**config.mk**
```make
export PLATFORM = sky130hd
export DESIGN_NAME = ast_rr_packet_arb_flat
export DESIGN_NICKNAME = d
export VERILOG_FILES = /design/src/rtl/ast_arb_pkg.sv /design/src/rtl/ast_rr_packet_arb_if.sv /design/src/rtl/rr_arb_pick.sv /design/src/rtl/ast_rr_packet_arb.sv /design/src/flat_wrapper.sv
export SDC_FILE = /design/constraint.sdc
export NUM_CORES = 1
export LEC_CHECK = 0
export CAP_MARGIN = 10
export CORE_MARGIN = 2
export CORE_UTILIZATION = 42
export CTS_BUF_LIST = sky130_fd_sc_hd__clkbuf_8 sky130_fd_sc_hd__clkbuf_16
export CTS_CLUSTER_DIAMETER = 120
export DETAILED_ROUTE_END_ITERATION = 10
export PLACE_DENSITY_LB_ADDON = 0.05
export SYNTH_ARGS = -nofsm -noshare
export SYNTH_HDL_FRONTEND = slang
export SYNTH_SLANG_ARGS = --single-unit
```
**constraint.sdc**
```tcl
create_clock -name clk_i -period 9.3 [get_ports clk_i]
set_clock_uncertainty 0.05 [all_clocks]
set_input_delay 1.86 -clock clk_i [delete_from_list [all_inputs] [get_ports clk_i]]
set_output_delay 1.86 -clock clk_i [all_outputs]
set_load 0.005 [all_outputs]
```
**src/rtl/ast_arb_pkg.sv**
```systemverilog
// ----------------------------------------------------------------------------
// ast_arb_pkg
// Shared types and helpers for the packet-level round-robin Avalon-ST arbiter.
//   state_t : arbiter FSM state (IDLE = free to pick, LOCK = packet in flight)
//   idx_w() : width of an index able to address n inputs (minimum 1 bit)
// ----------------------------------------------------------------------------
package ast_arb_pkg;

    typedef enum logic {
        IDLE = 1'b0,
        LOCK = 1'b1
    } state_t;

    function automatic int idx_w(input int n);
        return (n <= 1) ? 1 : $clog2(n);
    endfunction

endpackage

```
**src/rtl/ast_rr_packet_arb_if.sv**
```systemverilog
// ----------------------------------------------------------------------------
// ast_rr_packet_arb_if
// Bundles the IN_DIRS_CNT Avalon-ST sink streams and the merged Avalon-ST
// source stream of the packet arbiter.
//   ast_sink_*   : per-input data/valid/ready/empty/startofpacket/endofpacket
//   ast_source_* : merged data/valid/ready/empty/startofpacket/endofpacket
// Modports:
//   slave  : the arbiter's view (consumes sinks, produces the source)
//   master : the surrounding logic's view (produces sinks, consumes source)
// ----------------------------------------------------------------------------
interface ast_rr_packet_arb_if #(
    parameter int BYTE_W      = 8,
    parameter int IN_DIRS_CNT = 4,
    parameter int AST_SYMBOLS = 1,
    parameter int AST_EMPTY_W = (AST_SYMBOLS == 1) ? 1 : $clog2(AST_SYMBOLS)
);

    logic [IN_DIRS_CNT-1:0][AST_SYMBOLS-1:0][BYTE_W-1:0] ast_sink_data_i;
    logic [IN_DIRS_CNT-1:0]                              ast_sink_valid_i;
    logic [IN_DIRS_CNT-1:0]                              ast_sink_ready_o;
    logic [IN_DIRS_CNT-1:0][AST_EMPTY_W-1:0]             ast_sink_empty_i;
    logic [IN_DIRS_CNT-1:0]                              ast_sink_startofpacket_i;
    logic [IN_DIRS_CNT-1:0]                              ast_sink_endofpacket_i;

    logic [AST_SYMBOLS-1:0][BYTE_W-1:0]                  ast_source_data_o;
    logic                                                ast_source_ready_i;
    logic                                                ast_source_valid_o;
    logic [AST_EMPTY_W-1:0]                              ast_source_empty_o;
    logic                                                ast_source_startofpacket_o;
    logic                                                ast_source_endofpacket_o;

    modport slave (
        input  ast_sink_data_i, ast_sink_valid_i, ast_sink_empty_i,
               ast_sink_startofpacket_i, ast_sink_endofpacket_i,
               ast_source_ready_i,
        output ast_sink_ready_o,
               ast_source_data_o, ast_source_valid_o, ast_source_empty_o,
               ast_source_startofpacket_o, ast_source_endofpacket_o
    );

    modport master (
        output ast_sink_data_i, ast_sink_valid_i, ast_sink_empty_i,
               ast_sink_startofpacket_i, ast_sink_endofpacket_i,
               ast_source_ready_i,
        input  ast_sink_ready_o,
               ast_source_data_o, ast_source_valid_o, ast_source_empty_o,
               ast_source_startofpacket_o, ast_source_endofpacket_o
    );

endinterface

```
**src/rtl/rr_arb_pick.sv**
```systemverilog
// ----------------------------------------------------------------------------
// rr_arb_pick
// Combinational round-robin picker. Returns the first requester found when
// searching last_idx+1, last_idx+2, ... modulo N.
//   req      : request vector, one bit per input
//   last_idx : index served most recently (lowest priority this round)
//   pick_idx : selected index (meaningful only when pick_vld)
//   pick_vld : at least one request is present
// ----------------------------------------------------------------------------
module rr_arb_pick
    import ast_arb_pkg::*;
#(
    parameter int N     = 4,
    parameter int IDX_W = idx_w(N)
) (
    input  logic [N-1:0]     req,
    input  logic [IDX_W-1:0] last_idx,
    output logic [IDX_W-1:0] pick_idx,
    output logic             pick_vld
);

    logic [IDX_W:0]   start;
    logic [2*N-1:0]   dbl;
    logic [N-1:0]     rot;
    logic [IDX_W:0]   off;
    logic [IDX_W:0]   sum;

    // Duplicating req makes the rotate a plain right shift: bit k of rot is
    // input (start + k) mod N. The lowest set bit of rot is the winner.
    always_comb begin
        start = {1'b0, last_idx} + (IDX_W+1)'(1);
        dbl   = {req, req} >> start;
        rot   = dbl[N-1:0];
        off   = '0;
        for (int k = N - 1; k >= 0; k--) begin
            if (rot[k]) begin
                off = (IDX_W+1)'(k);
            end
        end
        // start <= N and off <= N-1, so a single conditional subtract wraps.
        sum = start + off;
        if (sum >= (IDX_W+1)'(N)) begin
            sum = sum - (IDX_W+1)'(N);
        end
        pick_idx = sum[IDX_W-1:0];
        pick_vld = |req;
    end

endmodule

```
**src/rtl/ast_rr_packet_arb.sv**
```systemverilog
// ----------------------------------------------------------------------------
// ast_rr_packet_arb
// Packet-level round-robin arbiter merging IN_DIRS_CNT Avalon-ST sinks into one
// registered Avalon-ST source. A grant is held from SOP to EOP so packets never
// interleave; back-to-back packets from different inputs flow without bubbles.
//   clk_i       : clock
//   rst_i       : asynchronous active-high reset
//   bus         : sink and source streams (slave modport)
//   grant_idx_o : input that supplied the beat currently on the source
//   proto_err_o : one-cycle pulse alongside a beat with bad framing
//                 (SOP=0 when starting a packet, SOP=1 inside a packet)
// ----------------------------------------------------------------------------
module ast_rr_packet_arb
    import ast_arb_pkg::*;
#(
    parameter int BYTE_W      = 8,
    parameter int IN_DIRS_CNT = 4,
    parameter int AST_SYMBOLS = 1,
    parameter int AST_EMPTY_W = (AST_SYMBOLS == 1) ? 1 : $clog2(AST_SYMBOLS),
    parameter int IDX_W       = idx_w(IN_DIRS_CNT)
) (
    input  logic              clk_i,
    input  logic              rst_i,
    ast_rr_packet_arb_if.slave bus,
    output logic [IDX_W-1:0]  grant_idx_o,
    output logic              proto_err_o
);

    state_t                             state;
    state_t                             state_nxt;
    logic [IDX_W-1:0]                   last_idx;
    logic [IDX_W-1:0]                   lock_idx;
    logic [IDX_W-1:0]                   pick_idx;
    logic                               pick_vld;
    logic [IDX_W-1:0]                   cur_idx;
    logic                               cur_vld;
    logic                               pipe_ready;

    logic                               xfer_p0;
    logic [AST_SYMBOLS-1:0][BYTE_W-1:0] data_p0;
    logic [AST_EMPTY_W-1:0]             empty_p0;
    logic                               sop_p0;
    logic                               eop_p0;
    logic                               frame_err_p0;

    logic [AST_SYMBOLS-1:0][BYTE_W-1:0] data_p1;
    logic [AST_EMPTY_W-1:0]             empty_p1;
    logic                               sop_p1;
    logic                               eop_p1;
    logic                               vld_p1;
    logic                               err_p1;
    logic [IDX_W-1:0]                   grant_p1;

    rr_arb_pick #(
        .N     (IN_DIRS_CNT),
        .IDX_W (IDX_W)
    ) u_pick (
        .req      (bus.ast_sink_valid_i),
        .last_idx (last_idx),
        .pick_idx (pick_idx),
        .pick_vld (pick_vld)
    );

    assign pipe_ready = !vld_p1 || bus.ast_source_ready_i;

    // ---- stage p0: select the granted sink beat ----
    assign xfer_p0  = bus.ast_sink_valid_i[cur_idx] && bus.ast_sink_ready_o[cur_idx];
    assign data_p0  = bus.ast_sink_data_i[cur_idx];
    assign empty_p0 = bus.ast_sink_empty_i[cur_idx];
    assign sop_p0   = bus.ast_sink_startofpacket_i[cur_idx];
    assign eop_p0   = bus.ast_sink_endofpacket_i[cur_idx];
    // A packet must open with SOP when idle and must not repeat SOP while locked.
    assign frame_err_p0 = (state == IDLE) ? !sop_p0 : sop_p0;

    // FSM state register plus the round-robin bookkeeping it drives.
    always_ff @(posedge clk_i or posedge rst_i) begin
        if (rst_i) begin
            state    <= IDLE;
            last_idx <= IDX_W'(IN_DIRS_CNT - 1);
            lock_idx <= '0;
        end else begin
            state <= state_nxt;
            if (xfer_p0 && eop_p0) begin
                last_idx <= cur_idx;
            end
            if (xfer_p0 && (state == IDLE) && !eop_p0) begin
                lock_idx <= cur_idx;
            end
        end
    end

    // FSM next state: single-beat packets never leave IDLE.
    always_comb begin
        state_nxt = state;
        case (state)
            IDLE: if (xfer_p0 && !eop_p0) state_nxt = LOCK;
            LOCK: if (xfer_p0 && eop_p0)  state_nxt = IDLE;
        endcase
    end

    // FSM outputs: in LOCK only the locked input may advance, even if it
    // has dropped valid. Ready is forced low while reset is held.
    always_comb begin
        cur_idx              = (state == LOCK) ? lock_idx : pick_idx;
        cur_vld              = (state == LOCK) ? 1'b1 : pick_vld;
        bus.ast_sink_ready_o = '0;
        if (pipe_ready && cur_vld && !rst_i) begin
            bus.ast_sink_ready_o[cur_idx] = 1'b1;
        end
    end

    // ---- stage p1: registered source ----
    always_ff @(posedge clk_i or posedge rst_i) begin
        if (rst_i) begin
            data_p1  <= '0;
            empty_p1 <= '0;
            sop_p1   <= 1'b0;
            eop_p1   <= 1'b0;
            vld_p1   <= 1'b0;
            err_p1   <= 1'b0;
            grant_p1 <= '0;
        end else begin
            err_p1 <= xfer_p0 && frame_err_p0;
            if (xfer_p0) begin
                data_p1  <= data_p0;
                empty_p1 <= empty_p0;
                sop_p1   <= sop_p0;
                eop_p1   <= eop_p0;
                grant_p1 <= cur_idx;
                vld_p1   <= 1'b1;
            end else if (bus.ast_source_ready_i) begin
                vld_p1 <= 1'b0;
            end
        end
    end

    assign bus.ast_source_data_o          = data_p1;
    assign bus.ast_source_empty_o         = empty_p1;
    assign bus.ast_source_startofpacket_o = sop_p1;
    assign bus.ast_source_endofpacket_o   = eop_p1;
    assign bus.ast_source_valid_o         = vld_p1;
    assign grant_idx_o                    = grant_p1;
    assign proto_err_o                    = err_p1;

endmodule

```
**src/flat_wrapper.sv**
```systemverilog
// flat-port wrapper written by rule: the top's interface ports become plain ports
module ast_rr_packet_arb_flat import ast_arb_pkg::*;
#(
    parameter int BYTE_W      = 8,
    parameter int IN_DIRS_CNT = 4,
    parameter int AST_SYMBOLS = 1,
    parameter int AST_EMPTY_W = (AST_SYMBOLS == 1) ? 1 : $clog2(AST_SYMBOLS),
    parameter int IDX_W       = idx_w(IN_DIRS_CNT)
)
  (clk_i, rst_i, grant_idx_o, proto_err_o, bus_ast_sink_data_i, bus_ast_sink_valid_i, bus_ast_sink_empty_i, bus_ast_sink_startofpacket_i, bus_ast_sink_endofpacket_i, bus_ast_source_ready_i, bus_ast_sink_ready_o, bus_ast_source_data_o, bus_ast_source_valid_o, bus_ast_source_empty_o, bus_ast_source_startofpacket_o, bus_ast_source_endofpacket_o);
  ast_rr_packet_arb_if #(.BYTE_W(BYTE_W), .IN_DIRS_CNT(IN_DIRS_CNT), .AST_SYMBOLS(AST_SYMBOLS), .AST_EMPTY_W(AST_EMPTY_W)) bus_i ();
  input  logic clk_i;
  input  logic rst_i;
  output logic [IDX_W-1:0] grant_idx_o;
  output logic proto_err_o;
  input wire logic [$bits(bus_i.ast_sink_data_i)-1:0] bus_ast_sink_data_i;
  input wire logic [$bits(bus_i.ast_sink_valid_i)-1:0] bus_ast_sink_valid_i;
  input wire logic [$bits(bus_i.ast_sink_empty_i)-1:0] bus_ast_sink_empty_i;
  input wire logic [$bits(bus_i.ast_sink_startofpacket_i)-1:0] bus_ast_sink_startofpacket_i;
  input wire logic [$bits(bus_i.ast_sink_endofpacket_i)-1:0] bus_ast_sink_endofpacket_i;
  input wire logic [$bits(bus_i.ast_source_ready_i)-1:0] bus_ast_source_ready_i;
  output wire logic [$bits(bus_i.ast_sink_ready_o)-1:0] bus_ast_sink_ready_o;
  output wire logic [$bits(bus_i.ast_source_data_o)-1:0] bus_ast_source_data_o;
  output wire logic [$bits(bus_i.ast_source_valid_o)-1:0] bus_ast_source_valid_o;
  output wire logic [$bits(bus_i.ast_source_empty_o)-1:0] bus_ast_source_empty_o;
  output wire logic [$bits(bus_i.ast_source_startofpacket_o)-1:0] bus_ast_source_startofpacket_o;
  output wire logic [$bits(bus_i.ast_source_endofpacket_o)-1:0] bus_ast_source_endofpacket_o;
  assign bus_i.ast_sink_data_i = bus_ast_sink_data_i;
  assign bus_i.ast_sink_valid_i = bus_ast_sink_valid_i;
  assign bus_i.ast_sink_empty_i = bus_ast_sink_empty_i;
  assign bus_i.ast_sink_startofpacket_i = bus_ast_sink_startofpacket_i;
  assign bus_i.ast_sink_endofpacket_i = bus_ast_sink_endofpacket_i;
  assign bus_i.ast_source_ready_i = bus_ast_source_ready_i;
  assign bus_ast_sink_ready_o = bus_i.ast_sink_ready_o;
  assign bus_ast_source_data_o = bus_i.ast_source_data_o;
  assign bus_ast_source_valid_o = bus_i.ast_source_valid_o;
  assign bus_ast_source_empty_o = bus_i.ast_source_empty_o;
  assign bus_ast_source_startofpacket_o = bus_i.ast_source_startofpacket_o;
  assign bus_ast_source_endofpacket_o = bus_i.ast_source_endofpacket_o;
  ast_rr_packet_arb #(.BYTE_W(BYTE_W), .IN_DIRS_CNT(IN_DIRS_CNT), .AST_SYMBOLS(AST_SYMBOLS), .AST_EMPTY_W(AST_EMPTY_W), .IDX_W(IDX_W)) u_core (.clk_i(clk_i), .rst_i(rst_i), .bus(bus_i), .grant_idx_o(grant_idx_o), .proto_err_o(proto_err_o));
endmodule
```
======== Word-level counts from Yosys, hierarchy flattened ========
Cells that the tools add are included.
word-level totals
  flip-flop bits (word level) ............. 20
  latch bits .............................. 0
  memory bits (writable) .................. 0
  ROM bits ................................ 0
  output and inout bits ................... 19
  memories kept ........................... 0
cells by class
  $add $sub $neg .......................... 3
  multipliers ............................. 0
  div/mod/pow operators ................... 0
  magnitude comparators ................... 3
  equal/unequal tests ..................... 0
  shift operators ......................... 1
  multiplexer cells ....................... 28
  bitwise gates (word level) .............. 1
  reductions and logical operators ........ 16
operator list
  operator                                              count
  binary-select mux 8 bit (select 2 bit)                1
  two-way mux 1 bit                                     12
  binary-select mux 1 bit (select 2 bit)                5
  logical AND 1 bit                                     9
  two-way mux 3 bit                                     3
  two-way mux 8 bit                                     1
  right shift 8 x 3 -> 4 bit                            1
  two-way mux 2 bit                                     3
  logical NOT 1 bit                                     4
  two-way mux 4 bit                                     1
  OR reduction 4 bit                                    1
  adder 2 x 1 -> 3 bit (second input constant)          1
  adder 3 bit                                           1
  >= comparator 3 bit (second input constant)           1
  < comparator 2 x 3 -> 1 bit (second input constant)   1
  demux 1 bit (select 2 bit)                            1
  >= comparator 2 x 1 -> 1 bit (second input constant)  1
  case mux 1 bit (2 select lines)                       1
  nonzero test 2 bit                                    1
  subtractor 2 x 1 -> 2 bit (second input constant)     1
  logical OR 1 bit                                      1
  inverter 1 bit                                        1

======== Depth between registers and ports, before layout ========
Gate-level depths: netlist (run 1).
  depth after elaboration ................. 21
  gate-level depth with buffers ........... 16
  depth with buffers taken out ............ 13

======== Hierarchy ========
Synthesis (run 1) repeated with hierarchy kept, for this count alone.
second synthesis, totals
  cell total of the unflattened synthesis .. 114
  area total of the unflattened synthesis .. 1447.6 µm²
by module, submodules not included
  module             times used  cells an instance  area an instance (µm²)  seq. area each (µm²)
  ast_rr_packet_arb  1           88                 1272.5                  503.0
  rr_arb_pick        1           26                 175.2                   0.0

======== Worst setup path before layout (run 1) ========
No wires, ideal clock.
  kind .................................... input to output
  start ................................... input bus_ast_sink_valid_i[0]
  end ..................................... output bus_ast_sink_ready_o[1]
  arrival ................................. 3.999 ns
  slack ................................... 3.391 ns
  stages on the path ...................... 10
  path buffers ............................ 3
  cells stage by stage .................... clkbuf_2 -> or4_1 -> o221ai_1 -> a21oi_1 -> ha_1 -> nand2b_1 -> and2_1 -> buf_2 -> clkbuf_1 -> and3_1
on the way
  word-level cells in the longest chain between the ends .. 14
  elaborated cells between the ends (all ways) .. 20
  classes of those cells .................. 2 x add/sub; 3 x order compare; 1 x shift; 10 x mux; 4 x reduce/logical
RTL lines
  what                                                                                               line                                  text
  start: declaration                                                                                 flat_wrapper.sv:17                    input wire logic [$bits(bus_i.ast_sink_valid_i)-1:0] bus_ast_sink_valid_i;
  right shift 8 x 3 -> 4 bit                                                                         rr_arb_pick.sv:32                     dbl = {req, req} >> start;
  two-way mux 2 bit                                                                                  rr_arb_pick.sv:36                     if (rot[k]) begin
  two-way mux 3 bit (3 in series)                                                                    rr_arb_pick.sv:36
  adder 3 bit                                                                                        rr_arb_pick.sv:41                     sum = start + off;
  >= comparator 3 bit or subtractor 2 x 1 -> 2 bit (tied branches)                                   rr_arb_pick.sv:42, rr_arb_pick.sv:43
  two-way mux 2 bit                                                                                  rr_arb_pick.sv:42                     if (sum >= (IDX_W+1)'(N)) begin
  two-way mux 2 bit                                                                                  ast_rr_packet_arb.sv:104              cur_idx = (state == LOCK) ? lock_idx : pick_idx;
  < comparator 2 x 3 -> 1 bit (not written as such) or >= comparator 2 x 1 -> 1 bit (tied branches)  ast_rr_packet_arb.sv:108              bus.ast_sink_ready_o[cur_idx] = 1'b1;
  logical AND 1 bit (not written as such)                                                            ast_rr_packet_arb.sv:108
  two-way mux 1 bit (not written as such)                                                            ast_rr_packet_arb.sv:108
  demux 1 bit (select 2 bit)                                                                         --
  two-way mux 4 bit *                                                                                ast_rr_packet_arb.sv:107              if (pipe_ready && cur_vld && !rst_i) begin
  end: declaration                                                                                   flat_wrapper.sv:22                    output wire logic [$bits(bus_i.ast_sink_ready_o)-1:0] bus_ast_sink_ready_o;
Every way passes the cells marked *; elsewhere a longest branch is shown, timed or not.

======== Worst setup path after layout (run 1) ========
  start ................................... input bus_ast_sink_valid_i[3]
  end ..................................... output bus_ast_sink_ready_o[0]
Same word-level chain as after synthesis.

==> flow_summary.rst, run 1 <==
.. list-table::
   :header-rows: 1

   * - Metric
     - Value
   * - Dominant cell type by area after synthesis
     - dfrtp_1
   * - Net count, final
     - 243
   * - First drt pass iteration count
     - 4
   * - Worst-margin pin slew
     - about 0.89 ns
   * - Final Core Density
     - 65.38%
   * - Std-Cell Core Area
     - around 0.0033 mm²
   * - Vias/cell
     - 5.289
   * - Resized cells post-CTS
     - 0
   * - CP max-delay cell
     - o31a_1
   * - Count of flip-flops with a built-in enable after synthesis
     - 0
   * - Initial core utilization
     - between 40% and 50%
   * - Post-synth top cells
     - dfrtp_1 (18), mux4_2 (10), nand2_1 (8), nor2_1 (8), inv_1 (7)
   * - Peak supply drop
     - 0.1411 mV
   * - Cells taking the most area after synthesis
     - dfrtp_1 (31%), mux4_2 (16%), mux2_2 (4.7%), mux2_1 (3.9%), dfstp_2 (3.6%)
   * - Synthesized-area fraction occupied by ao, oa, aoi and oai cells
     - 10.17%
   * - Biggest fanout along the worst timing path
     - 18
   * - Maximum clock frequency
     - ~140 MHz
   * - TritonCTS clock tree
     - yes
   * - Adder-Cell Fraction of Synth Area
     - 1.738%
   * - Post-synthesis register bit count
     - 20
   * - Count of cell types in the netlist
     - 38
   * - Source-to-sink clock delay at the later pin of the worst-skew pair
     - around 0.25 ns
   * - Area Growth Syn to Fin
     - 50.30%
   * - Height of the die
     - between 60 and 70 µm
   * - Post-synthesis share of cell area spent on xor and xnor gates
     - 1.216%
   * - Areal power density over the cells
     - just over 300 mW/mm²
   * - Required time of the critical path
     - ~7.4 ns
   * - Time the worst path needs with I/O delays and setup
     - roughly 7.3 ns
   * - Critical path endpoint category
     - output port
   * - Number of sinks driven by the clock tree
     - 20
   * - WS Path Type
     - input port to output port
   * - First-pass GRT wire length
     - 5.713 mm
   * - Port Buf Inserts
     - 69
   * - Routed wl met3
     - 241 µm
   * - Inserted Clock Buffers
     - 3
   * - Top-level port count
     - 70
   * - Hold WC Path Type
     - flop to flop
   * - Post-synthesis mux area share
     - approximately 32%
   * - Count of mapped cells out of synthesis
     - roughly 130
   * - Leftover overflow at the end of global routing
     - 0
   * - Share of flip-flops with an asynchronous set or reset after synthesis
     - 100.0%
   * - CP peak stage delay
     - just over 0.7 ns
   * - Warning count from the yosys run
     - 0
   * - Initial drt markers
     - 91
   * - Syn avg cell area
     - around 12 µm²
   * - Met2 routed wirelength
     - approximately 1.7 mm
   * - Final period util
     - around four fifths
   * - Routed WL per cell
     - 14.83 µm
   * - Nets in the synthesized netlist
     - ~180
   * - Portion of synthesized cell area occupied by the leading cell type
     - ~31%
   * - Global placement routability congestion
     - 0.8102
   * - Number of global-route vias before repair
     - approximately 1300
   * - Final Slew Violations
     - 0
   * - DRT antenna net count
     - 0
   * - Site Rows
     - 21
   * - Cell with the most instances after synthesis
     - dfrtp_1
   * - Combinational family with the most area after synthesis
     - multiplexers
   * - Half-perimeter wire length after placement
     - 2.689 mm
   * - Largest delay share family, worst path
     - buffers and inverters
   * - Post-CTS Repair Setup Buffers
     - 0
   * - DR top layer
     - met4
   * - Post-synthesis simple-gate area fraction
     - 12.95%
   * - Fraction of layout instances using a drive strength above 1
     - 14.81%
   * - Detailed-route wire length
     - about 3.5 mm
   * - Startpoint kind of the worst setup timing path
     - input port
   * - Number of setup violations in the final report
     - 0
   * - CTS Hold Buffers Added
     - 0
   * - Clock-pin slew on the worst setup and hold paths
     - about 0.07 ns
   * - Max Cap Viol
     - 0
   * - Cells traversed along the worst timing path
     - clkdlybuf4s50_1, nor2_1, or4_1, o221ai_1, a21oi_1, ha_1, xor2_1, and3_1, o31a_1, inv_1, nor2_1, clkdlybuf4s50_1
   * - Worst-case setup margin in the final layout
     - roughly 2.0 ns
   * - Clock Path Buffers
     - 2
   * - H-tree Lvls
     - 1
   * - Worst-case headroom to the max-slew limit
     - between 40% and 50%
   * - All-layer global routing usage
     - between 15 and 20%
   * - # DRC
     - 0
   * - Setup TNS
     - 0 ns
   * - Antenna violations before repair
     - 0
   * - Maximum number of pins on one net before global-route repair
     - 21
   * - Met1 layer wirelength in the final routing
     - ~1.5 mm
   * - Static leakage
     - between 0.0008 and 0.0009 µW
   * - Post-route design area
     - between 0.002 and 0.0025 mm²
   * - Worst Path Buf+Inv
     - 3
   * - Root buffer cell
     - clkbuf_8
   * - Die outline width
     - 62.56 µm
   * - Vias after detailed routing
     - 1243
   * - Worst Setup Slack post-DPL
     - 2.043 ns
   * - Unrepaired setup endpoints after global routing
     - false
   * - Total cell area at the placement stage
     - approximately 0.0021 mm²
   * - Post-Syn Area
     - between 0.001 and 0.0015 mm²
   * - Die area
     - around 0.0039 mm²
   * - Antenna cell count
     - 0
   * - Count of fill cells added during filler insertion
     - a little under 300
   * - Data arrival time of the critical path
     - between 5 and 6 ns
   * - Prevailing post-synth register cell
     - dfrtp_1
   * - Share of the yosys chip area belonging to registers
     - about a third
   * - Final Hold Vio Count
     - 0
   * - Outcome
     - finished clean
[where the power goes]
group / internal (µW) / switching (µW)
Combinational: 249 / 185
Clock: 29.3 / 27.8
Sequential: 135 / 34.5
Total: 413 / 247
[tightest hold or removal path: stages (launching register included)]
cell	delay [ns]
dfrtp_1	0.35
nand2_1	0.05
nand2_1	0.06
[final timing paths]
path | startpoint | endpoint | slack [ns] | depth (start not counted)
worst max-delay path | bus_ast_sink_valid_i[3] | bus_ast_sink_ready_o[0] | 2.01 | 12
worst min register to register | u_core.bus.ast_source_endofpacket_o | u_core.bus.ast_source_endofpacket_o | 0.44 | 2
worst max register to register | u_core.last_idx[0] | u_core.lock_idx[1] | 5.09 | 12
worst min-delay path | u_core.bus.ast_source_endofpacket_o | u_core.bus.ast_source_endofpacket_o | 0.44 | 2
max in group asynchronous | rst_i | u_core.grant_idx_o[1] | 6.68 | 2
min in group asynchronous | rst_i | u_core.bus.ast_source_data_o[2] | 2.04 | 2
[layout by cell type (no fill, tap or decap), types with 3 or more instances in the layout]
cell	netlist	layout
a21oi_1	4	4
and3_1	3	3
clkbuf_8	0	3
clkdlybuf4s50_1	0	69
dfrtp_1	18	18
inv_1	7	8
mux2_1	5	5
mux2_2	6	6
mux2_4	3	3
mux2i_1	5	5
mux4_2	10	10
nand2_1	8	8
nand2b_1	4	4
nor2_1	8	8
nor3b_1	4	4
o21ai_0	6	6
[state kept, by name, indices dropped and copies added (netlist names), named ones only]
register	flops
u_core.bus.ast_source_data_o	8
u_core.bus.ast_source_startofpacket_o	1
u_core.bus.ast_source_endofpacket_o	1
u_core.proto_err_o	1
u_core.grant_idx_o	2
u_core.bus.ast_source_valid_o	1
u_core.bus.ast_source_empty_o	1
u_core.last_idx	2
u_core.lock_idx	2
[layer usage]
metal / up-vias / track usage [%]
li1: 590 / -
met1: 598 / 22.57
met2: 49 / 31.45
met3: 6 / 4.324
met4: 0 / 5.556
met5: - / 0
[cells by family after synthesis]
logic type | count (synthesis)
adders and majority gates | 2
buffers and inverters | 16
AOI/OAI and AO/OA | 20
xor gates and xnor gates | 2
DFF | 20
and+or+nand+nor | 35
muxes | 30
[final cells by class]
cell class / instances / area [µm²] / share of cell area, %
sequential: 20 / 503.0 / 23.24
timing repair buffer: 69 / 690.7 / 31.91
multi-input combinational: 89 / 842.1 / 38.90
clock buffer: 3 / 41.29 / 1.908
clock inverter: 1 / 3.754 / 0.1734
tap: 46 / 57.56 / 2.659
inverter: 7 / 26.28 / 1.214
[per-stage QoR]
| stage | std cells | power (µW) | hold slack, ns |
|---|---|---|---|
| 3_3_place_gp | 231 | 595.1 | 0.4144 |
| 4_1_cts | 235 | 667.4 | 0.4475 |
| 3_5_place_dp | 231 | 608.5 | 0.4243 |
| 2_1_floorplan | 125 | 472.2 | 0.4180 |
| 6_report | 235 | 659.8 | 0.4393 |
| 5_1_grt | 235 | 710.8 | 0.4741 |
Power figures use the tool's default switching activity.
==> run 2, diff against run 1 <==
--- a/config.mk
+++ b/config.mk
@@ -7,7 +7,7 @@
 export LEC_CHECK = 0
 export CAP_MARGIN = 10
 export CORE_MARGIN = 2
-export CORE_UTILIZATION = 42
+export CORE_UTILIZATION = 37
 export CTS_BUF_LIST = sky130_fd_sc_hd__clkbuf_8 sky130_fd_sc_hd__clkbuf_16
 export CTS_CLUSTER_DIAMETER = 120
 export DETAILED_ROUTE_END_ITERATION = 10
==> constraint.sdc (replaced) <==
create_clock -name clk_i -period 6.3 [get_ports clk_i]
set_clock_uncertainty 0.05 [all_clocks]
set_input_delay 1.26 -clock clk_i [delete_from_list [all_inputs] [get_ports clk_i]]
set_output_delay 1.26 -clock clk_i [all_outputs]
set_load 0.005 [all_outputs]
==> run 2 against run 1 <==
Cell area rose by 2.0%; register-to-register slack got worse by 2.7 ns; first-iteration DRC count fell by 49%; critical path type unchanged; critical endpoint unchanged; via count is 2.2% lower.
==> flow_summary.rst, run 2 (synthesis gave the netlist of run 1 again) <==
.. list-table::
   :header-rows: 1

   * - Metric
     - Value
   * - Outcome
     - finished clean
   * - H-tree Lvls
     - 1
   * - Worst-case setup margin in the final layout
     - ~0.66 ns
   * - Number of flip-flops under the largest register name
     - 8
   * - Final Hold Vio Count
     - 0
   * - Peak supply drop
     - 0.2002 mV
   * - Leftover overflow at the end of global routing
     - 0
   * - Final Slew Violations
     - 0
   * - Count of cells along the worst register-to-register path
     - 12
   * - CTS Hold Buffers Added
     - 0
   * - Maximum number of pins on one net before global-route repair
     - 21
   * - Most used cells in the layout excluding fill and tap cells
     - clkdlybuf4s50_1 (69), dfrtp_1 (18), mux4_2 (10)
   * - Pwr Total
     - slightly above 1000 µW
   * - Site Rows
     - 22
   * - Number of setup violations in the final report
     - 0
   * - Height of the die
     - between 60 and 70 µm
   * - Std-Cell Core Area
     - 0.003689 mm²
   * - Initial drt markers
     - 46
   * - Static leakage
     - approximately 0.0009 µW
   * - Fraction of layout instances using a drive strength above 1
     - 16.23%
   * - Detailed-route wire length
     - between 3 and 4 mm
   * - DRT antenna net count
     - 0
   * - Slack of the worst reg-to-reg path
     - 2.39 ns
   * - Combinational share of power
     - a little under two thirds
   * - Worst hold stages
     - 1
   * - Maximum clock frequency
     - between 150 and 200 MHz
   * - Setup TNS
     - 0 ns
   * - Clock Path Buffers
     - 2
   * - Half-perimeter wire length after placement
     - about 2.8 mm
   * - Power share of the clock group
     - 12.5%
   * - Die outline width
     - 66.39 µm
   * - Vias/cell
     - 5.088
   * - Required time of the critical path
     - ~5.0 ns
   * - Areal power density over the cells
     - 468.5 mW/mm²
   * - Antenna cell count
     - 0
   * - Startpoint of the most critical register-to-register path
     - u_core.last_idx[0]
   * - Most common cell after layout, fill and taps aside
     - clkdlybuf4s50_1
   * - Clock-pin slew on the worst setup and hold paths
     - 0.08 ns
   * - Critical path endpoint category
     - output port
   * - Biggest fanout along the worst timing path
     - 8
   * - Inserted Clock Buffers
     - 3
   * - Switching component of the power
     - 373.1 µW
   * - Worst-case hold path end point
     - u_core.bus.ast_source_startofpacket_o
   * - Unrepaired setup endpoints after global routing
     - false
   * - Vias after detailed routing
     - between 1000 and 1500
   * - Top-level port count
     - 70
   * - # DRC
     - 0
   * - Root buffer cell
     - clkbuf_8
   * - Port Buf Inserts
     - between 60 and 70
   * - Die area
     - between 0.004 and 0.005 mm²
   * - All-layer global routing usage
     - between 15 and 20%
   * - Time the worst path needs with I/O delays and setup
     - between 5 and 6 ns
   * - First-pass GRT wire length
     - between 5 and 6 mm
   * - Number of global-route vias before repair
     - between 1000 and 1500
   * - Register share of total power
     - a little under a quarter
   * - Internal power
     - 661.6 µW
   * - TritonCTS clock tree
     - yes
   * - Post-CTS Repair Setup Buffers
     - 0
   * - Final period util
     - between 80% and 90%
   * - Initial core utilization
     - around two fifths
   * - Startpoint kind of the worst setup timing path
     - input port
   * - Resized cells post-CTS
     - 0
   * - Endpoint of the worst-slack reg-to-reg timing path
     - u_core.lock_idx[1]
   * - Worst Setup Slack post-DPL
     - approximately 0.76 ns
   * - Startpoint of the lowest-slack hold path
     - u_core.bus.ast_source_startofpacket_o
   * - Area Growth Syn to Fin
     - 53.35%
   * - Source-to-sink clock delay at the later pin of the worst-skew pair
     - 0.26 ns
   * - Hold WC Path Type
     - flop to flop
   * - WS Path Type
     - input port to output port
   * - Number of sinks driven by the clock tree
     - 20
   * - Switching part of the total
     - between 30% and 40%
   * - Global placement routability congestion
     - 0.8615
   * - Antenna violations before repair
     - 0
   * - Max Cap Viol
     - 0
   * - Worst-case headroom to the max-slew limit
     - 45.15%
   * - Count of fill cells added during filler insertion
     - approximately 340
   * - First drt pass iteration count
     - 5
   * - Net count, final
     - about 250
   * - Worst-margin pin slew
     - ~0.82 ns
   * - Routed WL per cell
     - 15.25 µm
   * - Data arrival time of the critical path
     - roughly 4.3 ns
run 2: changes by cell type in the layout (fill, tap and decap cells not counted), sizes merged:
cell / delta
inv: -1
bufinv: +1
buf: +2
run 2: power by group through the flow:
stage / combinational (µW) / clock, µW / sequential, µW
final: 657 / 130 / 248
after global routing: 724 / 138 / 258
after CTS: 666 / 134 / 247
after detailed placement: 662 / 0 / 249
after global placement: 655 / 0 / 247
after floorplan: 462 / 0 / 235
run 2: stage by stage:
| step | utilization (%) | std cells | hold slack, ns | area (µm²) |
|---|---|---|---|---|
| 6_report | 59.87 | 239 | 0.4466 | 2208 |
| 3_3_place_gp | 57.94 | 235 | 0.4207 | 2137 |
| 2_1_floorplan | - | 125 | 0.4180 | 1440 |
| 5_1_grt | 59.87 | 239 | 0.4739 | 2208 |
| 3_5_place_dp | 57.94 | 235 | 0.4337 | 2137 |
| 4_1_cts | 59.87 | 239 | 0.4536 | 2208 |
run 2: layer usage:
layer  part of all wire, %  up-vias  routed length, µm  global-route usage [%]
met5                     0        -                  0                       0
met4                  0.36        0                 13                   4.337
met3                   7.5        2                274                   3.407
met2                    50       43               1809                   30.25
met1                    42      581               1547                   21.90
li1                      -      590                  -                       -
run 2: worst max-delay path, stage by stage:
cell	delay, ns
clkdlybuf4s50_1	0.62
nor2_1	0.13
or4_1	0.41
o221ai_1	0.08
a21oi_1	0.09
ha_1	0.21
xor2_1	0.18
and3_1	0.21
o31a_1	0.30
inv_1	0.13
nor2_1	0.16
clkdlybuf4s50_1	0.54
run 2: final cells by class:
class	instances	area [µm²]	area share (%)
Sequential cell	20	503.0	22.78
Multi-Input combinational cell	89	842.1	38.13
Timing Repair Buffer	71	705.7	31.95
Clock buffer	3	41.29	1.870
Tap cell	48	60.06	2.720
Clock inverter	1	30.03	1.360
Inverter	7	26.28	1.190
run 2: worst max-delay path by stage:
| stage | start | to | slack (ns) | cells after the start |
|---|---|---|---|---|
| floorplan | bus_ast_sink_valid_i[0] | bus_ast_sink_ready_o[1] | 1.59 | 10 |
| global placement | bus_ast_sink_valid_i[3] | bus_ast_sink_ready_o[3] | 0.86 | 12 |
| detailed placement | bus_ast_sink_valid_i[3] | bus_ast_sink_ready_o[0] | 0.76 | 12 |
| CTS | bus_ast_sink_valid_i[3] | bus_ast_sink_ready_o[0] | 0.72 | 12 |
| global route | bus_ast_sink_valid_i[3] | bus_ast_sink_ready_o[0] | 0.51 | 12 |
| finish | bus_ast_sink_valid_i[3] | bus_ast_sink_ready_o[0] | 0.66 | 12 |
==> patch 1: new RTL, settings of run 2 <==
Register the output `proto_err_o` once more; this adds one clock of latency there. The other outputs are not delayed to match. Comments in the files are not updated.
--- a/src/rtl/ast_rr_packet_arb.sv
+++ b/src/rtl/ast_rr_packet_arb.sv
@@ -141,5 +141,7 @@
     assign bus.ast_source_valid_o         = vld_p1;
     assign grant_idx_o                    = grant_p1;
-    assign proto_err_o                    = err_p1;
+    always_ff @(posedge clk_i) begin
+        proto_err_o <= err_p1;
+    end
 
 endmodule
Function: changed (a bounded check fails within 4 cycles, from zero or initial values and one cycle with rst_i high).
==> patch 1 against run 2 <==
Cell count rose by 0.42%. Final area fell by 0.28%. Synthesized cell count rose by 0.80%. Worst setup slack got worse by 0.067 ns. Area after synthesis rose by 1.4%. Routed wire length fell by 1.3%. Global-route usage fell by 0.64 points. Utilization fell by 0.61 points. Non-clock buffer count did not move. Sequential cell count rose by 1. Total power fell by 3.9%. Critical path type unchanged. Critical endpoint is now bus_ast_sink_ready_o[2]. Largest power group unchanged.
==> patch 1: results (changes against run 2) <==
[outcome]
status=finished clean

[drt]
drt-wirelength-per-cell_um=14.98  ; -1.8%
drt_iter0_markers=56  ; +22%
drt_pre_antenna_iters=4  ; -1
vias=1262  ; +3.8%

[global_routing]
met3_usage_pct=5.574  ; +2.2 points
grt_antenna_before_repair=0  ; unchanged
grt_use_met1_pct=20.26  ; -1.6 points
grt.met2_usage_pct=29.25  ; -1.0 points
grt_pass1_wl_um=5568  ; -4.6%
grt_usage_pct=16.71  ; -0.64 points
grt_pass1_vias=1176  ; -4.5%
grt_max_degree=21  ; unchanged

[critical_path]
ff2ff_setup_slack_ns=2.11  ; -0.28 ns
rr_worst_depth=13  ; +1
cp_max_fo=11  ; +3
r2r-end=u_core.lock_idx[1]
crit_family=buffers and inverters

[clock_tree]
numCtsBuffers=3  ; unchanged
clk_path_buf_depth=2  ; unchanged
h-tree-depth=1  ; unchanged
root_buffer=clkbuf_8

[synthesis]
ys_types=39  ; +2.6%
synth_nets=179  ; +0.56%
async_flop_share_pct=95.24  ; -4.8 points
synth_area_leaders=dfrtp_1 31%, mux4_2 15%, mux2_2 4.6%
seq_area_frac_synth_pct=35.82  ; +0.89 points

[placement]
dpl.hpwl_um=2907  ; +4.2%
post-place-ws_ns=0.6056  ; -0.1552 ns
routabilityCongestion=0.8623  ; about the same

[min_path]
hold_path_depth=0  ; -1
hp-start=u_core.err_p1
whs_endpoint=u_core.proto_err_o

[power_and_ir_drop]
power_leakage_nw=0.8944  ; about the same
peakVddDrop_uv=211.9  ; +5.9%

[finish]
final_layout_size_suffix_gt1_share_pct=15.63  ; -0.61 points
nets=246  ; +0.41%

[sta]
tightestPinTransition_ns=0.8094  ; -0.01243 ns

-- patch 1: changes by cell type in the layout (fill, tap and decap cells not counted) --
cell / delta
bufinv_16: -1
inv_1: +1
dfxtp_1: +1
-- patch 1: metrics by stage --
step,hold WS (ns),area (sq um),power [mW],util [%],std cells
after floorplan,0.2742,1460,0.7049,-,126
after global placement,0.2755,2157,0.9067,58.05,236
after detailed placement,0.2769,2157,0.9185,58.05,236
after CTS,0.2954,2202,1.010,59.26,240
after global routing,0.3074,2202,1.078,59.26,240
final,0.2942,2202,0.9940,59.26,240
-- patch 1: per-layer routing --
metal / vias to the layer above / part of all wire [%]
li1: 597 / -
met1: 607 / 39
met2: 54 / 51
met3: 4 / 9.1
met4: 0 / 0.50
met5: - / 0
-- patch 1: worst register-to-register path, stage by stage (launching register included) --
cell,delay [ns]
dfstp_2,0.63
inv_1,0.12
or4_1,0.53
o221ai_1,0.10
a21oi_1,0.10
ha_1,0.29
nand2b_1,0.11
and2_1,0.46
buf_4,0.27
mux2i_1,0.31
nor2_1,0.12
mux2i_4,0.56
nor3_2,0.14
mux2_4,0.32
-- patch 1: layout make-up --
class / instances / area [sq um]
Inverter: 7 / 26.28
Tap cell: 48 / 60.06
Sequential cell: 21 / 523.0
Clock buffer: 3 / 41.29
Multi-Input combinational cell: 89 / 842.1
Clock inverter: 1 / 3.754
Timing Repair Buffer: 71 / 705.7
Fill cell: 345 / 1514
-- patch 1: worst max-delay path by stage --
stage,from,end,slack (ns),depth (start not counted)
finish,bus_ast_sink_valid_i[3],bus_ast_sink_ready_o[2],0.60,12
global route,bus_ast_sink_valid_i[3],bus_ast_sink_ready_o[0],0.42,12
CTS,bus_ast_sink_valid_i[3],bus_ast_sink_ready_o[2],0.59,12
detailed placement,bus_ast_sink_valid_i[3],bus_ast_sink_ready_o[2],0.61,12
global placement,bus_ast_sink_valid_i[3],bus_ast_sink_ready_o[2],0.71,12
floorplan,bus_ast_sink_valid_i[0],bus_ast_sink_ready_o[1],1.59,10
-- patch 1: cells by family after synthesis --
family | synth area share (%)
AO/OA/AOI/OAI | 10.03
flip-flops | 35.82
multiplexers | 31.96
buffers and inverters | 6.512
adder cells (fa/ha/maj) | 1.714
AND/OR/NAND/NOR | 12.77
XOR/XNOR | 1.200
-- patch 1: report_power, final --
part,switching (mW),internal (mW),leakage (nW)
Sequential,0.0487,0.206,0.240
Clock,0.0441,0.0435,0.0269
Combinational,0.274,0.378,0.627
Total,0.366,0.628,0.894
==> patch 2: new RTL, config.mk and constraints of run 2 <==
Without the edit above. `IN_DIRS_CNT` is set to 4 in 3 places; all go to 8.
--- a/src/rtl/ast_rr_packet_arb_if.sv
+++ b/src/rtl/ast_rr_packet_arb_if.sv
@@ -11,5 +11,5 @@
 interface ast_rr_packet_arb_if #(
     parameter int BYTE_W      = 8,
-    parameter int IN_DIRS_CNT = 4,
+    parameter int IN_DIRS_CNT = 8,
     parameter int AST_SYMBOLS = 1,
     parameter int AST_EMPTY_W = (AST_SYMBOLS == 1) ? 1 : $clog2(AST_SYMBOLS)
--- a/src/rtl/ast_rr_packet_arb.sv
+++ b/src/rtl/ast_rr_packet_arb.sv
@@ -15,5 +15,5 @@
 #(
     parameter int BYTE_W      = 8,
-    parameter int IN_DIRS_CNT = 4,
+    parameter int IN_DIRS_CNT = 8,
     parameter int AST_SYMBOLS = 1,
     parameter int AST_EMPTY_W = (AST_SYMBOLS == 1) ? 1 : $clog2(AST_SYMBOLS),
--- a/src/flat_wrapper.sv
+++ b/src/flat_wrapper.sv
@@ -3,5 +3,5 @@
 #(
     parameter int BYTE_W      = 8,
-    parameter int IN_DIRS_CNT = 4,
+    parameter int IN_DIRS_CNT = 8,
     parameter int AST_SYMBOLS = 1,
     parameter int AST_EMPTY_W = (AST_SYMBOLS == 1) ? 1 : $clog2(AST_SYMBOLS),
Interface: changed (7 resized); port bits go from 70 to 123. No check against the original RTL was run, so the function may have changed too.
==> patch 2 against run 2 <==
Non-clock buffer count rose by 95. Hold slack worse by 0.0038 ns. Utilization up 2.5 points. Total power grew to 3.0 times the old value. Routed wire length is 140% higher. Worst setup slack got worse by 0.50 ns. Register-to-register slack got worse by 1.4 ns. Sequential cell count up 3. Area after synthesis up 86%. Final area up 100%. Largest cell class unchanged. Largest power group unchanged. Highest routed layer unchanged.
==> patch 2: results (changes against run 2) <==
[outcome]
status=finished clean

[global_routing]
grt_pass1_wl_um=13830  ; +140%
grt_max_degree=24  ; +14%
grt_usage_pct=22.11  ; +4.8 points

[clock_tree]
clkLatencyLatePin_ns=0.27
numCtsBuffers=3  ; unchanged
clk_pin_slew_ns=0.09
clk_path_buf_depth=2  ; unchanged
root_buffer=clkbuf_8

[drt]
vias=2922  ; +140%
wl_um=8845  ; +140%
drt-wirelength-per-cell_um=16.29  ; +6.8%
drt_pre_antenna_iters=4  ; -1
drt_iter0_markers=121  ; +160%

[placement]
port_buffers=122  ; +77%
placed_cells=532  ; +130%
dpl.hpwl_um=6911  ; +150%
post-place-ws_ns=-0.2782  ; -1.039 ns
routabilityCongestion=0.8963  ; +4.0%
placed_cell_area_sq_um=4198  ; +96%

[critical_path]
cpMaxStageDelayCell=clkdlybuf4s50_1
ff2ff_setup_slack_ns=0.97  ; -1.42 ns
cp_max_fo=4  ; -4
r2r_start=u_core.last_idx[1]
cpPeakStageDelay_ns=0.55  ; -0.07 ns
rr_worst_depth=16  ; +4
cp.arrival_ns=4.83  ; +0.50 ns
crit_start=bus_ast_sink_valid_i[1]

[power_and_ir_drop]
sw_frac_of_total_pct=47.29  ; +11 points
peakVddDrop_uv=457.7  ; +130%
power_leakage_nw=1.904  ; +110%

[finish]
fillers=636  ; +85%
antenna_cells=0  ; unchanged
nets=546  ; +120%
final_layout_size_suffix_gt1_share_pct=24.77  ; +8.5 points

[synthesis]
synth_compound_area_share_pct=17.75  ; +7.6 points
synth_nets=400  ; +120%
postSynthAreaPerCell_sq_um=8.959  ; -22%
ys_types=54  ; +42%
synthTopCellsByCount=37 x mux2i_1, 35 x nand2_1, 26 x nor3_1
synth_area_leaders=dfrtp_1 19%, mux2i_1 14%, mux4_2 7.6%
seq_area_frac_synth_pct=21.63  ; -13 points
synthAdderAreaFrac_pct=1.214  ; -0.52 points
synth_flop_cell=dfrtp_1
synth_xor_area_share_pct=0.6539  ; -0.56 points
async_flop_share_pct=100.0  ; unchanged
synth.area.mux_share_pct=28.96  ; -3.4 points
yosys_warnings=0  ; unchanged

[sta]
slew_headroom_pct=38.91  ; -6.2 points
post-route-period-util_pct=97.43  ; +8.0 points

[min_path]
hold_path.class=reg -> reg
hold_path_depth=1  ; unchanged
hp-start=u_core.grant_idx_o[0]

==> patch 2: cell count changes after synthesis, sizes merged, moves of 7 or more <==
cell    change
mux2i      +31
nand2      +27
nor3       +26
a211oi     +12
a21oi      +12
clkbuf      +9
and2        +8
buf         +7
nor4        +7
==> patch 2: cell type report <==
class	instances	area share, %
multi-input combinational	240	46.98
timing repair buffer	166	35.21
sequential	23	13.01
tap	99	2.782
clock buffer	3	0.9272
inverter	11	0.9272
clock inverter	1	0.1686
==> patch 2: final timing paths <==
kind,end
setup reg to reg,u_core.bus.ast_source_data_o[7]
hold / removal,u_core.grant_idx_o[0]
min in group asynchronous,u_core.grant_idx_o[1]
hold reg to reg,u_core.grant_idx_o[0]
max in group asynchronous,u_core.grant_idx_o[2]
setup / recovery,bus_ast_sink_ready_o[6]
==> patch 2: kinds of logic after synthesis <==
| kind of cell | after synthesis |
|---|---|
| simple gates | 109 |
| buf+inv | 36 |
| xor+xnor | 2 |
| mux | 64 |
| compound gates | 63 |
| fa+ha+maj | 2 |
| flops | 23 |
==> patch 2: layer usage <==
layer	vias to the layer above	share of wire (%)	wire [um]	GRT usage, %
li1	1421	-	-	-
met1	1417	43	3786	28.28
met2	76	50	4436	38.18
met3	8	5.9	524	4.894
met4	0	1.1	97	5.020
met5	-	0	0	0
==> patch 2: through the flow <==
| stage | hold slack, ns | utilization, % | TNS, ns |
|---|---|---|---|
| after floorplan | 0.4328 | - | 0 |
| after global placement | 0.4177 | 58.82 | -0.9911 |
| after detailed placement | 0.4272 | 58.82 | -1.475 |
| after CTS | 0.4446 | 60.31 | -0.07661 |
| after global routing | 0.4563 | 62.39 | -0.06317 |
| final | 0.4428 | 62.39 | 0 |
==> patch 2: what timing repair did <==
action | 4_1_cts | 5_1_grt
pin swaps | 3 | 9
setup endpoints to repair | 8 | 8
gates resized for setup | 14 | 40
setup buffers | 4 | 3
==> patch 2: power groups by stage <==
stage / registers [mW] / clock network [mW] / logic (mW)
after detailed placement: 0.330 / 0 / 2.39
after global routing: 0.347 / 0.106 / 2.86
after global placement: 0.328 / 0 / 2.38
after CTS: 0.331 / 0.101 / 2.49
final: 0.336 / 0.100 / 2.62
after floorplan: 0.278 / 0 / 1.68
==> patch 2: worst reg2reg max path: stages (launching register included) <==
cell and delay (ns):
dfstp_2 0.79, mux2_4 0.36, buf_4 0.14, a31o_2 0.20, mux4_2 0.53, a21oi_2 0.18
o32ai_2 0.09, mux2i_1 0.14, ha_2 0.20, fa_2 0.48, mux2i_4 0.23, buf_4 0.31
mux4_2 0.39, mux2_2 0.32, a211oi_4 0.30, nor2_4 0.16, mux2_1 0.35
